==> config.mk <==
export PLATFORM = sky130hd
export DESIGN_NAME = seg_display
export DESIGN_NICKNAME = d
export VERILOG_FILES = /design/src/rtl/seg_display.sv
export SDC_FILE = /design/constraint.sdc
export NUM_CORES = 1
export LEC_CHECK = 0
export CORE_MARGIN = 5
export CORE_UTILIZATION = 49
export CTS_CLUSTER_SIZE = 25
export DETAILED_ROUTE_END_ITERATION = 10
export PLACE_DENSITY = 0.75
export SLEW_MARGIN = 20
export SYNTH_ARGS = -nofsm -noshare
export SYNTH_HDL_FRONTEND = slang
export SYNTH_SLANG_ARGS = --single-unit
export TNS_END_PERCENT = 50
==> constraint.sdc <==
create_clock -name clk -period 2.6 [get_ports clk]
set_clock_uncertainty 0.05 [all_clocks]
set_input_delay 0.65 -clock clk [delete_from_list [all_inputs] [get_ports clk]]
set_output_delay 0.65 -clock clk [all_outputs]
set_load 0.03 [all_outputs]
==> src/rtl/seg_display.sv <==
// Four-digit multiplexed common-anode 7-segment driver for the signal-generator
// settings: wave (digit 3), frequency tens/units (digits 2/1), phase (digit 0).
module seg_display #(
  parameter int SCAN_DIV  = 50_000,
  parameter int BLINK_DIV = 12_500_000
) (
  input  logic       clk,
  input  logic       rst_n,
  input  logic [2:0] wave_type_in,
  input  logic       f_p_choose_in,
  input  logic [3:0] f_count_in,
  input  logic [1:0] p_count_in,
  output logic [7:0] seg_out,
  output logic [3:0] dig_out
);

  localparam int SW = (SCAN_DIV  > 1) ? $clog2(SCAN_DIV)  : 1;
  localparam int BW = (BLINK_DIV > 1) ? $clog2(BLINK_DIV) : 1;
  localparam logic [SW-1:0] SCAN_LAST  = SW'(SCAN_DIV - 1);
  localparam logic [BW-1:0] BLINK_LAST = BW'(BLINK_DIV - 1);

  localparam logic [7:0] SEG_DASH  = 8'hBF;
  localparam logic [7:0] SEG_BLANK = 8'hFF;

  logic [SW-1:0] scan_cnt,  scan_cnt_next;
  logic [BW-1:0] blink_cnt, blink_cnt_next;
  logic [1:0]    digit_idx, digit_idx_next;
  logic          blink_on,  blink_on_next;

  logic [2:0]    wave_q;
  logic [3:0]    freq_q;
  logic [1:0]    phase_q;
  logic          choose_q;

  logic          scan_tc;
  logic          blink_tc;
  logic          frame_wrap;

  logic          freq_ok;
  logic          freq_tens;
  logic [3:0]    freq_units;
  logic [7:0]    seg_next;
  logic [3:0]    dig_next;

  function automatic logic [7:0] seg7(input logic [3:0] v);
    logic [7:0] s;
    case (v)
      4'd0:    s = 8'hC0;
      4'd1:    s = 8'hF9;
      4'd2:    s = 8'hA4;
      4'd3:    s = 8'hB0;
      4'd4:    s = 8'h99;
      4'd5:    s = 8'h92;
      4'd6:    s = 8'h82;
      4'd7:    s = 8'hF8;
      4'd8:    s = 8'h80;
      4'd9:    s = 8'h90;
      default: s = SEG_DASH;
    endcase
    return s;
  endfunction

  // Timebase: scan and blink counters free-run from reset, digit index steps at scan terminal count.
  always_comb begin
    scan_tc        = (scan_cnt == SCAN_LAST);
    blink_tc       = (blink_cnt == BLINK_LAST);
    frame_wrap     = scan_tc && (digit_idx == 2'd3);
    scan_cnt_next  = scan_tc ? '0 : scan_cnt + 1'b1;
    blink_cnt_next = blink_tc ? '0 : blink_cnt + 1'b1;
    digit_idx_next = scan_tc ? digit_idx + 2'd1 : digit_idx;
    blink_on_next  = blink_tc ? ~blink_on : blink_on;
  end

  always_ff @(posedge clk or negedge rst_n) begin
    if (!rst_n) begin
      scan_cnt  <= '0;
      blink_cnt <= '0;
      digit_idx <= 2'd0;
      blink_on  <= 1'b1;
    end else begin
      scan_cnt  <= scan_cnt_next;
      blink_cnt <= blink_cnt_next;
      digit_idx <= digit_idx_next;
      blink_on  <= blink_on_next;
    end
  end

  // Shadows capture all inputs together at the 3->0 wrap so a frame is never torn.
  always_ff @(posedge clk or negedge rst_n) begin
    if (!rst_n) begin
      wave_q   <= 3'd0;
      freq_q   <= 4'd0;
      phase_q  <= 2'd0;
      choose_q <= 1'b0;
    end else if (frame_wrap) begin
      wave_q   <= wave_type_in;
      freq_q   <= f_count_in;
      phase_q  <= p_count_in;
      choose_q <= f_p_choose_in;
    end
  end

  always_comb begin
    freq_ok    = (freq_q <= 4'd11);
    freq_tens  = (freq_q >= 4'd10);
    freq_units = freq_tens ? (freq_q - 4'd10) : freq_q;
    seg_next   = SEG_BLANK;
    dig_next   = ~(4'b0001 << digit_idx);
    case (digit_idx)
      2'd3: seg_next = (wave_q <= 3'd4) ? seg7({1'b0, wave_q}) : SEG_DASH;
      2'd2: begin
        if (!blink_on && !choose_q) seg_next = SEG_BLANK;
        else if (freq_ok)           seg_next = seg7({3'b000, freq_tens});
        else                        seg_next = SEG_DASH;
      end
      2'd1: begin
        if (!blink_on && !choose_q) seg_next = SEG_BLANK;
        else if (freq_ok)           seg_next = seg7(freq_units);
        else                        seg_next = SEG_DASH;
      end
      default: begin
        if (!blink_on && choose_q)  seg_next = SEG_BLANK;
        else                        seg_next = seg7({2'b00, phase_q});
      end
    endcase
  end

  always_ff @(posedge clk or negedge rst_n) begin
    if (!rst_n) begin
      seg_out <= SEG_BLANK;
      dig_out <= 4'b1111;
    end else begin
      seg_out <= seg_next;
      dig_out <= dig_next;
    end
  end

endmodule
== After elaboration in Yosys (flattened, before gate mapping) ==
Memories as Yosys holds them, arrays and structs flattened.
Index checks and enable logic that the tools add are counted.

* Output and inout port bits: 12
* ROM bits: 168
* Memories kept: 2
* Register bits: 65

{| class="wikitable"
|+ Memory list
! memory !! depth !! bits a word !! read ports !! clocked after memory_dff !! write ports !! RTL line !! text
|-
| (name not given) || 16 || 7 || 1 || 0 || 0 || 47 || <nowiki>case (v)</nowiki>
|-
| (name not given) || 8 || 7 || 1 || 0 || 0 || 47 ||
|}

* Reductions and logical operators: 6
* $lt $le $gt $ge: 3
* Shift-type cells: 1
* Equal/unequal tests: 8
* Bitwise logic cells: 3
* Add/subtract/negate cells: 4
* Multiplexer cells: 12

{| class="wikitable"
|+ Operator list
! operator !! count
|-
| $mux 8 || 6
|-
| $pmux 8 s4 || 1
|-
| $add 24x1->24 const B || 1
|-
| $eq 24x24->1 const B || 1
|-
| $mux 24 || 1
|-
| $pmux 8 s3 || 1
|-
| $add 16x1->16 const B || 1
|-
| $eq 16x16->1 const B || 1
|-
| $mux 16 || 1
|-
| $pmux 8 s2 || 1
|-
| $eq 2x2->1 const B || 4
|-
| $eq 2x1->1 const B || 2
|-
| $ge 4x4->1 const B || 1
|-
| $le 4x4->1 const B || 1
|-
| $mux 4 || 1
|-
| $not 4->4 || 1
|-
| $shl 1x2->4 const A || 1
|-
| $sub 4x4->4 const B || 1
|-
| $le 3x3->1 const B || 1
|-
| $logic_and 1x1->1 || 3
|-
| $add 2x1->2 const B || 1
|-
| $logic_not 1->1 || 2
|-
| $logic_not 2->1 || 1
|-
| $not 1->1 || 2
|}

== Longest topological paths before layout ==
Gate-level depths: netlist of the first run.

* Depth in word-level cells: 6
* Depth in mapped cells: 8

== Worst setup path after synthesis of the first run ==
Ideal clock, no wire load.

* Kind: reg2reg
* Start: register freq_q[1]
* End: register seg_out[6]
* Path slack: 0.536 ns
* Cell stages (with the launch flop): 9
* Buffers on the path: 1
* Arrival time: 1.919 ns
* Required time: 2.455 ns
* Cells stage by stage: dfrtp_1 > clkbuf_1 > and3b_1 > a21o_1 > ha_1 > o211ai_1 > o221ai_1 > a2111oi_0 > a211oi_1

* Longest elaborated chain between the ends: 6

{| class="wikitable"
|+ RTL lines
! item !! RTL line !! text
|-
| start, declared || 31 || <nowiki>logic [3:0] freq_q;</nowiki>
|-
| start signal, assigned || 97 || <nowiki>freq_q <= f_count_in;</nowiki>
|-
| $sub 4x4->4 or $ge 4x4->1 (tied branches) || 106, 105 ||
|-
| $mux 4 || 106 || <nowiki>freq_units = freq_tens ? (freq_q - 4'd10) : freq_q;</nowiki>
|-
| $mem_v2 16x7 || -- ||
|-
| $mux 8 || 118 || <nowiki>else if (freq_ok) seg_next = seg7(freq_units);</nowiki>
|-
| $mux 8 || 117 || <nowiki>if (!blink_on && !choose_q) seg_next = SEG_BLANK;</nowiki>
|-
| $pmux 8 s3 (*) || 109 || <nowiki>case (digit_idx)</nowiki>
|-
| net seg_next[6] || 42 || <nowiki>logic [7:0] seg_next;</nowiki>
|-
| end signal, assigned || 133 || <nowiki>seg_out <= seg_next;</nowiki>
|-
| end, declared || 13 || <nowiki>output logic [7:0] seg_out,</nowiki>
|}

Mark *: on every way through the listed nets, which the timed path passes. The rest lies on a longest branch.
A chain may end at the register's enable or synchronous reset.

== Worst setup path in the final report of the first run ==
* Start: register seg_out[6]
* End: output port seg_out[6]

No word-level cell between the ends.

==> flow_summary_export.csv, run 1 <==
group,metric,value,unit
clock_network,htree_num_levels,3,
timing,fin_crit_sh,0.867,
finish,fin_cells,442,
clock_network,cts_num_sinks,64,
min_path,min_path_type,"input port to async pin",
setup_path,crit_start,"seg_out[6]$_DFF_PN1_",
power,power,2.25,mW
clock_network,clock_latency,0.35,ns
drt,met3_length,230,um
global_route,antenna_found_initial,0,
setup_path,worst-path-stages,1,
setup_path,crit_buf_inv,1,
yosys,synthArstFlopShare,1.00,
clock_network,postCtsSetupRepairBufs,0,
drt,top_layer,"met4",
setup_path,r2r-end,"seg_out[6]$_DFF_PN1_",
finish,multi_input_area,1650,sq um
yosys,synthesis.area,3380,sq um
placed_design,gp_congestion,0.835,
power,power_density,569,nW/um^2
global_route,grt_usage,0.169,
floorplan,start_util,0.501,
yosys,ys_ff_latch,64,
setup_path,crit_type,"register to primary output",
setup_path,r2r-start,"freq_q[3]$_DFFE_PN0P_",
drt,drc,0,
power,p_leak,1.74,nW
finish,final_area,3960,sq um
placed_design,dp_cells,426,
timing,clock.fmax,444,MHz
global_route,grt_max_degree,40,
clock_network,cts_buffer_depth,2,
timing,finalCriticalPeriod,2.25,ns
finish,syn_to_final_growth,16.9,%
timing,hold_viol_final,0,
setup_path,cp-start-kind,"register",
yosys,synth-edff-count,0,
global_route,grt_pass1_vias,2464,
setup_path,cp.arrival,1.55,ns
drt,wl_met2,3080,um
power,ir_drop,0.419,mV
setup_path,worstPathCellList,"clkdlybuf4s50_1",
setup_path,critPathSlowestCell,"clkdlybuf4s50_1",
placed_design,place_area,3700,sq um
setup_path,worst_r2r_path_depth,7,
clock_network,numCtsBuffers,9,
placed_design,portBuffers,22,
yosys,yosysWarningCount,0,
setup_path,end_kind,"primary output",
yosys,synth_seq_area_share,0.478,
yosys,synth_top_flop_cell,"dfrtp_1",
floorplan,die_area,8670,sq um
yosys,synth_nets,356,
clock_network,cts_resized,0,
drt,drtIter0Drc,108,
floorplan,coreArea,6760,sq um
global_route,grt_overflow,0,
drt,drt-vias-per-instance,5.55,
setup_path,critPathTopFamily,"buffers and inverters",
clock_network,tritoncts,"built",
drt,wl_per_cell,15.0,um
finish,diodes,0,
global_route,grt_pass1_wl,11700,um
floorplan,ios,24,
drt,drtAntennaViolNets,0,
drt,firstDrtPassIters,4,
finish,regArea,1620,sq um
flow_run,cap_violations,0,
drt,drt-total-wl,6620,um
clock_network,cts_hold_buf,0,
floorplan,die_h,93.1,um
drt,wl_met1,3200,um
timing,setup_viol,0,
yosys,syn_area_per_cell,10.3,sq um
clock_network,cts_root_buf,"clkbuf_8",
placed_design,hpwl,4640,um
drt,vias,2454,
finish,layout.nets,384,
setup_path,slowest_delay,0.67,ns
timing,maxSlewViolCount,0,
setup_path,cp_max_fo,1,
finish,fillers,578,
floorplan,num_rows,30,
setup_path,endpoint,"seg_out[6]",
status,status,"complete, no violations",
timing,max_slew_margin,0.491,
setup_path,required,1.90,ns
yosys,synthDistinctLibCells,54,
yosys,synthCells,329,
timing,tightest_slew,0.758,ns
setup_path,r2r_setup_slack,0.41,ns
timing,rsz0062_at_grt,"no",
timing,finalSetupTns,0,ns
finish,drive_gt1_frac,0.146,
clock_network,path_clk_slew,0.08,ns
floorplan,die_x,93.1,um
## cell families (layout without fill, tap and decap cells)
group                    Yosys count  after routing  synth area share
AND/OR/NAND/NOR                  120            120             0.197
adder cells (fa/ha/maj)           15             15            0.0555
other                              1              1           0.00111
multiplexers                      17             17            0.0544
buffers and inverters             30             63            0.0348
XOR/XNOR                          30             30            0.0777
flip-flops                        64             64             0.478
AO/OA/AOI/OAI                     52             52             0.101
## flip-flops by register name, indices dropped and copies added, names as in the netlist
register and cells:
blink_cnt 24, scan_cnt 16, seg_out 7, dig_out 4
freq_q 4, wave_q 3, digit_idx 2, phase_q 2
blink_on 1, choose_q 1
## routing by layer
metal,GRT usage,vias to the layer above
li1,-,1227
met1,0.229,1178
met2,0.262,39
met3,0.0402,10
met4,0.0684,0
met5,0,-
## worst min path at each step
stage,from,end,slack [ns],depth (start not counted)
2_1_floorplan,rst_n,blink_cnt[0]$_DFF_PN0_,0.30,0
3_3_place_gp,blink_cnt[21]$_DFF_PN0_,blink_cnt[21]$_DFF_PN0_,0.41,1
3_5_place_dp,blink_cnt[23]$_DFF_PN0_,blink_cnt[23]$_DFF_PN0_,0.41,1
4_1_cts,rst_n,blink_cnt[17]$_DFF_PN0_,0.26,1
5_1_grt,rst_n,blink_cnt[18]$_DFF_PN0_,0.28,1
6_report,rst_n,blink_cnt[18]$_DFF_PN0_,0.25,1
## layout make-up
cell class | count | share of cell area
multi-input cells | 235 | 0.417
flip-flops and latches | 64 | 0.409
repair buffers | 26 | 0.0652
clock buffers | 10 | 0.0348
clock inverters | 6 | 0.0291
well taps | 80 | 0.0253
inverters | 21 | 0.0199
## power breakdown
part           internal (mW)  switching (mW)  total [mW]
Clock                  0.668           0.412        1.08
Combinational         0.0622          0.0753       0.138
Sequential              1.01          0.0174        1.03
Total                   1.74           0.505        2.25
## cell usage in the layout (no fill, tap or decap), types with 3 or more instances in the layout
cell / instances
a21oi_1: 14
and2_1: 4
and3_1: 6
buf_4: 3
bufinv_16: 3
clkbuf_8: 10
clkdlybuf4s50_1: 21
dfrtp_1: 52
dfstp_2: 12
ha_1: 15
inv_1: 21
mux2_2: 11
mux2i_1: 6
nand2_1: 15
nand3_1: 12
nand4_1: 15
nor2_1: 30
nor2b_1: 6
nor3_1: 6
nor4_1: 6
o211ai_1: 3
o21a_1: 4
o21ai_0: 12
or2_2: 4
xnor2_1: 16
xor2_1: 14
## stage by stage
stage                     hold slack (ns)  setup WS (ns)  utilization
after floorplan                     0.304          0.536            -
after global placement              0.406          0.456        0.548
after detailed placement            0.409          0.448        0.548
after CTS                           0.255          0.333        0.585
after global routing                0.283          0.263        0.585
final                               0.246          0.347        0.585
## synth_stat cells (12+ instances only)
library cell / number / share of area
a21oi_1: 14 / 0.021
dfrtp_1: 52 / 0.38
dfstp_2: 12 / 0.093
ha_1: 15 / 0.055
inv_1: 21 / 0.023
nand2_1: 15 / 0.017
nand3_1: 12 / 0.018
nand4_1: 15 / 0.028
nor2_1: 30 / 0.033
o21ai_0: 12 / 0.018
xnor2_1: 16 / 0.041
xor2_1: 14 / 0.036
No activity file was read; power rests on OpenSTA's default activity.
==> inputs of run 2 (changes only) <==
==> constraint.sdc (replaced) <==
create_clock -name clk -period 2.6 [get_ports clk]
set_clock_uncertainty 0.05 [all_clocks]
set_input_delay 0.78 -clock clk [delete_from_list [all_inputs] [get_ports clk]]
set_output_delay 0.78 -clock clk [all_outputs]
set_load 0.03 [all_outputs]
==> run 2 against run 1 <==
Largest cell class unchanged. Register-to-register slack worse by 0.04 ns. Worst setup slack worse by 0.12 ns. Clock power down 12%. Non-clock buffer count down 1. Final area down 0.98%.
==> flow_summary_export.csv, run 2 (synthesis results as in run 1) <==
group,metric,value,unit
setup_path,crit_buf_inv,1,
clock_network,postCtsSetupRepairBufs,0,
setup_path,crit_type,"register to primary output",
clock_network,cts_resized,0,
power,power,2.13,mW
setup_path,end_kind,"primary output",
setup_path,endpoint,"seg_out[6]",
setup_path,slowest_delay,0.67,ns
finish,final_cell_mix,"dfrtp_1 (52), nor2_1 (30), inv_1 (21), clkdlybuf4s50_1 (21), xnor2_1 (16)",
finish,largest_reg_flops,24,
finish,largest_register,"blink_cnt",
floorplan,coreArea,6760,sq um
floorplan,ios,24,
placed_design,hpwl,4560,um
clock_network,cts_hold_buf,0,
clock_network,clock_latency,0.35,ns
clock_network,cts_num_sinks,64,
timing,max_slew_margin,0.474,
global_route,antenna_found_initial,0,
timing,setup_slack,0.228,ns
clock_network,htree_num_levels,3,
power,power_density,543,nW/um^2
timing,clock.fmax,422,MHz
timing,maxSlewViolCount,0,
global_route,grt_pass1_vias,2463,
setup_path,cp_max_fo,1,
placed_design,portBuffers,22,
global_route,grt_max_degree,42,
setup_path,r2r-end,"seg_out[6]$_DFF_PN1_",
setup_path,worstPathCellList,"clkdlybuf4s50_1",
setup_path,worst_r2r_path_depth,7,
setup_path,r2r-start,"freq_q[3]$_DFFE_PN0P_",
setup_path,critPathTopFamily,"buffers and inverters",
drt,vias,2492,
timing,rsz0062_at_grt,"no",
clock_network,numCtsBuffers,9,
floorplan,die_area,8670,sq um
finish,syn_to_final_growth,15.8,%
setup_path,required,1.77,ns
drt,drt-total-wl,6460,um
clock_network,tritoncts,"built",
setup_path,worst-path-stages,1,
floorplan,start_util,0.501,
setup_path,cp-start-kind,"register",
drt,drt-vias-per-instance,5.65,
drt,drtAntennaViolNets,0,
finish,final_core_util,0.580,
floorplan,die_x,93.1,um
power,ir_drop,0.337,mV
finish,final_area,3920,sq um
drt,drtIter0Drc,119,
setup_path,r2r_setup_slack,0.37,ns
drt,wl_per_cell,14.7,um
placed_design,place_area,3690,sq um
min_path,min_path_type,"input port to async pin",
clock_network,cts_buffer_depth,2,
power,p_leak,1.72,nW
finish,diodes,0,
finish,fillers,551,
flow_run,cap_violations,0,
clock_network,cts_root_buf,"clkbuf_8",
setup_path,cp.arrival,1.54,ns
finish,drive_gt1_frac,0.141,
clock_network,path_clk_slew,0.07,ns
placed_design,place_ws,0.392,ns
setup_path,critPathSlowestCell,"clkdlybuf4s50_1",
drt,drc,0,
global_route,grt_overflow,0,
global_route,grt_usage,0.166,
status,status,"complete, no violations",
timing,hold_viol_final,0,
timing,finalSetupTns,0,ns
global_route,grt_pass1_wl,11300,um
finish,layout.nets,383,
timing,tightest_slew,0.782,ns
floorplan,num_rows,30,
setup_path,crit_start,"seg_out[6]$_DFF_PN1_",
finish,top_regs,"blink_cnt x24, scan_cnt x16, seg_out x7",
drt,firstDrtPassIters,4,
timing,fin_crit_sh,0.912,
timing,setup_viol,0,
floorplan,die_h,93.1,um
timing,finalCriticalPeriod,2.37,ns
placed_design,gp_congestion,0.891,
finish,layout_commonest_cell,"dfrtp_1",
==> run 2: where the power goes <==
part / internal [mW] / switching, mW / total (mW)
clock network: 0.564 / 0.391 / 0.955
logic: 0.0624 / 0.0753 / 0.138
registers: 1.01 / 0.0179 / 1.03
==> run 2: worst min-delay path by stage <==
stage,end,slack [ns],cells after the start
after floorplan,blink_cnt[23]$_DFF_PN0_,0.38,1
after global placement,blink_cnt[21]$_DFF_PN0_,0.41,1
after detailed placement,blink_cnt[23]$_DFF_PN0_,0.42,1
after CTS,blink_cnt[18]$_DFF_PN0_,0.37,1
after global routing,blink_cnt[17]$_DFF_PN0_,0.40,1
final,blink_cnt[17]$_DFF_PN0_,0.36,1
==> run 2: per-stage QoR <==
step	hold WS (ns)	cells
3_5_place_dp	0.418	425
3_3_place_gp	0.409	425
5_1_grt	0.400	441
4_1_cts	0.365	441
2_1_floorplan	0.381	329
6_report	0.356	441
==> run 2: final cells by class <==
cell class | count | area, sq um | share of cell area
multi-input cells | 235 | 1650 | 0.421
clock buffers | 11 | 141 | 0.0361
inverters | 21 | 78.8 | 0.0201
repair buffers | 25 | 250 | 0.0639
flip-flops and latches | 64 | 1620 | 0.413
well taps | 80 | 100 | 0.0256
clock inverters | 5 | 80.1 | 0.0204
==> run 2: per-layer routing <==
metal / vias to the layer above / track usage / share of wire
met5: - / 0 / 0
met4: 0 / 0.0781 / 0.013
met3: 8 / 0.0515 / 0.047
met2: 49 / 0.250 / 0.46
met1: 1211 / 0.216 / 0.48
li1: 1224 / - / -
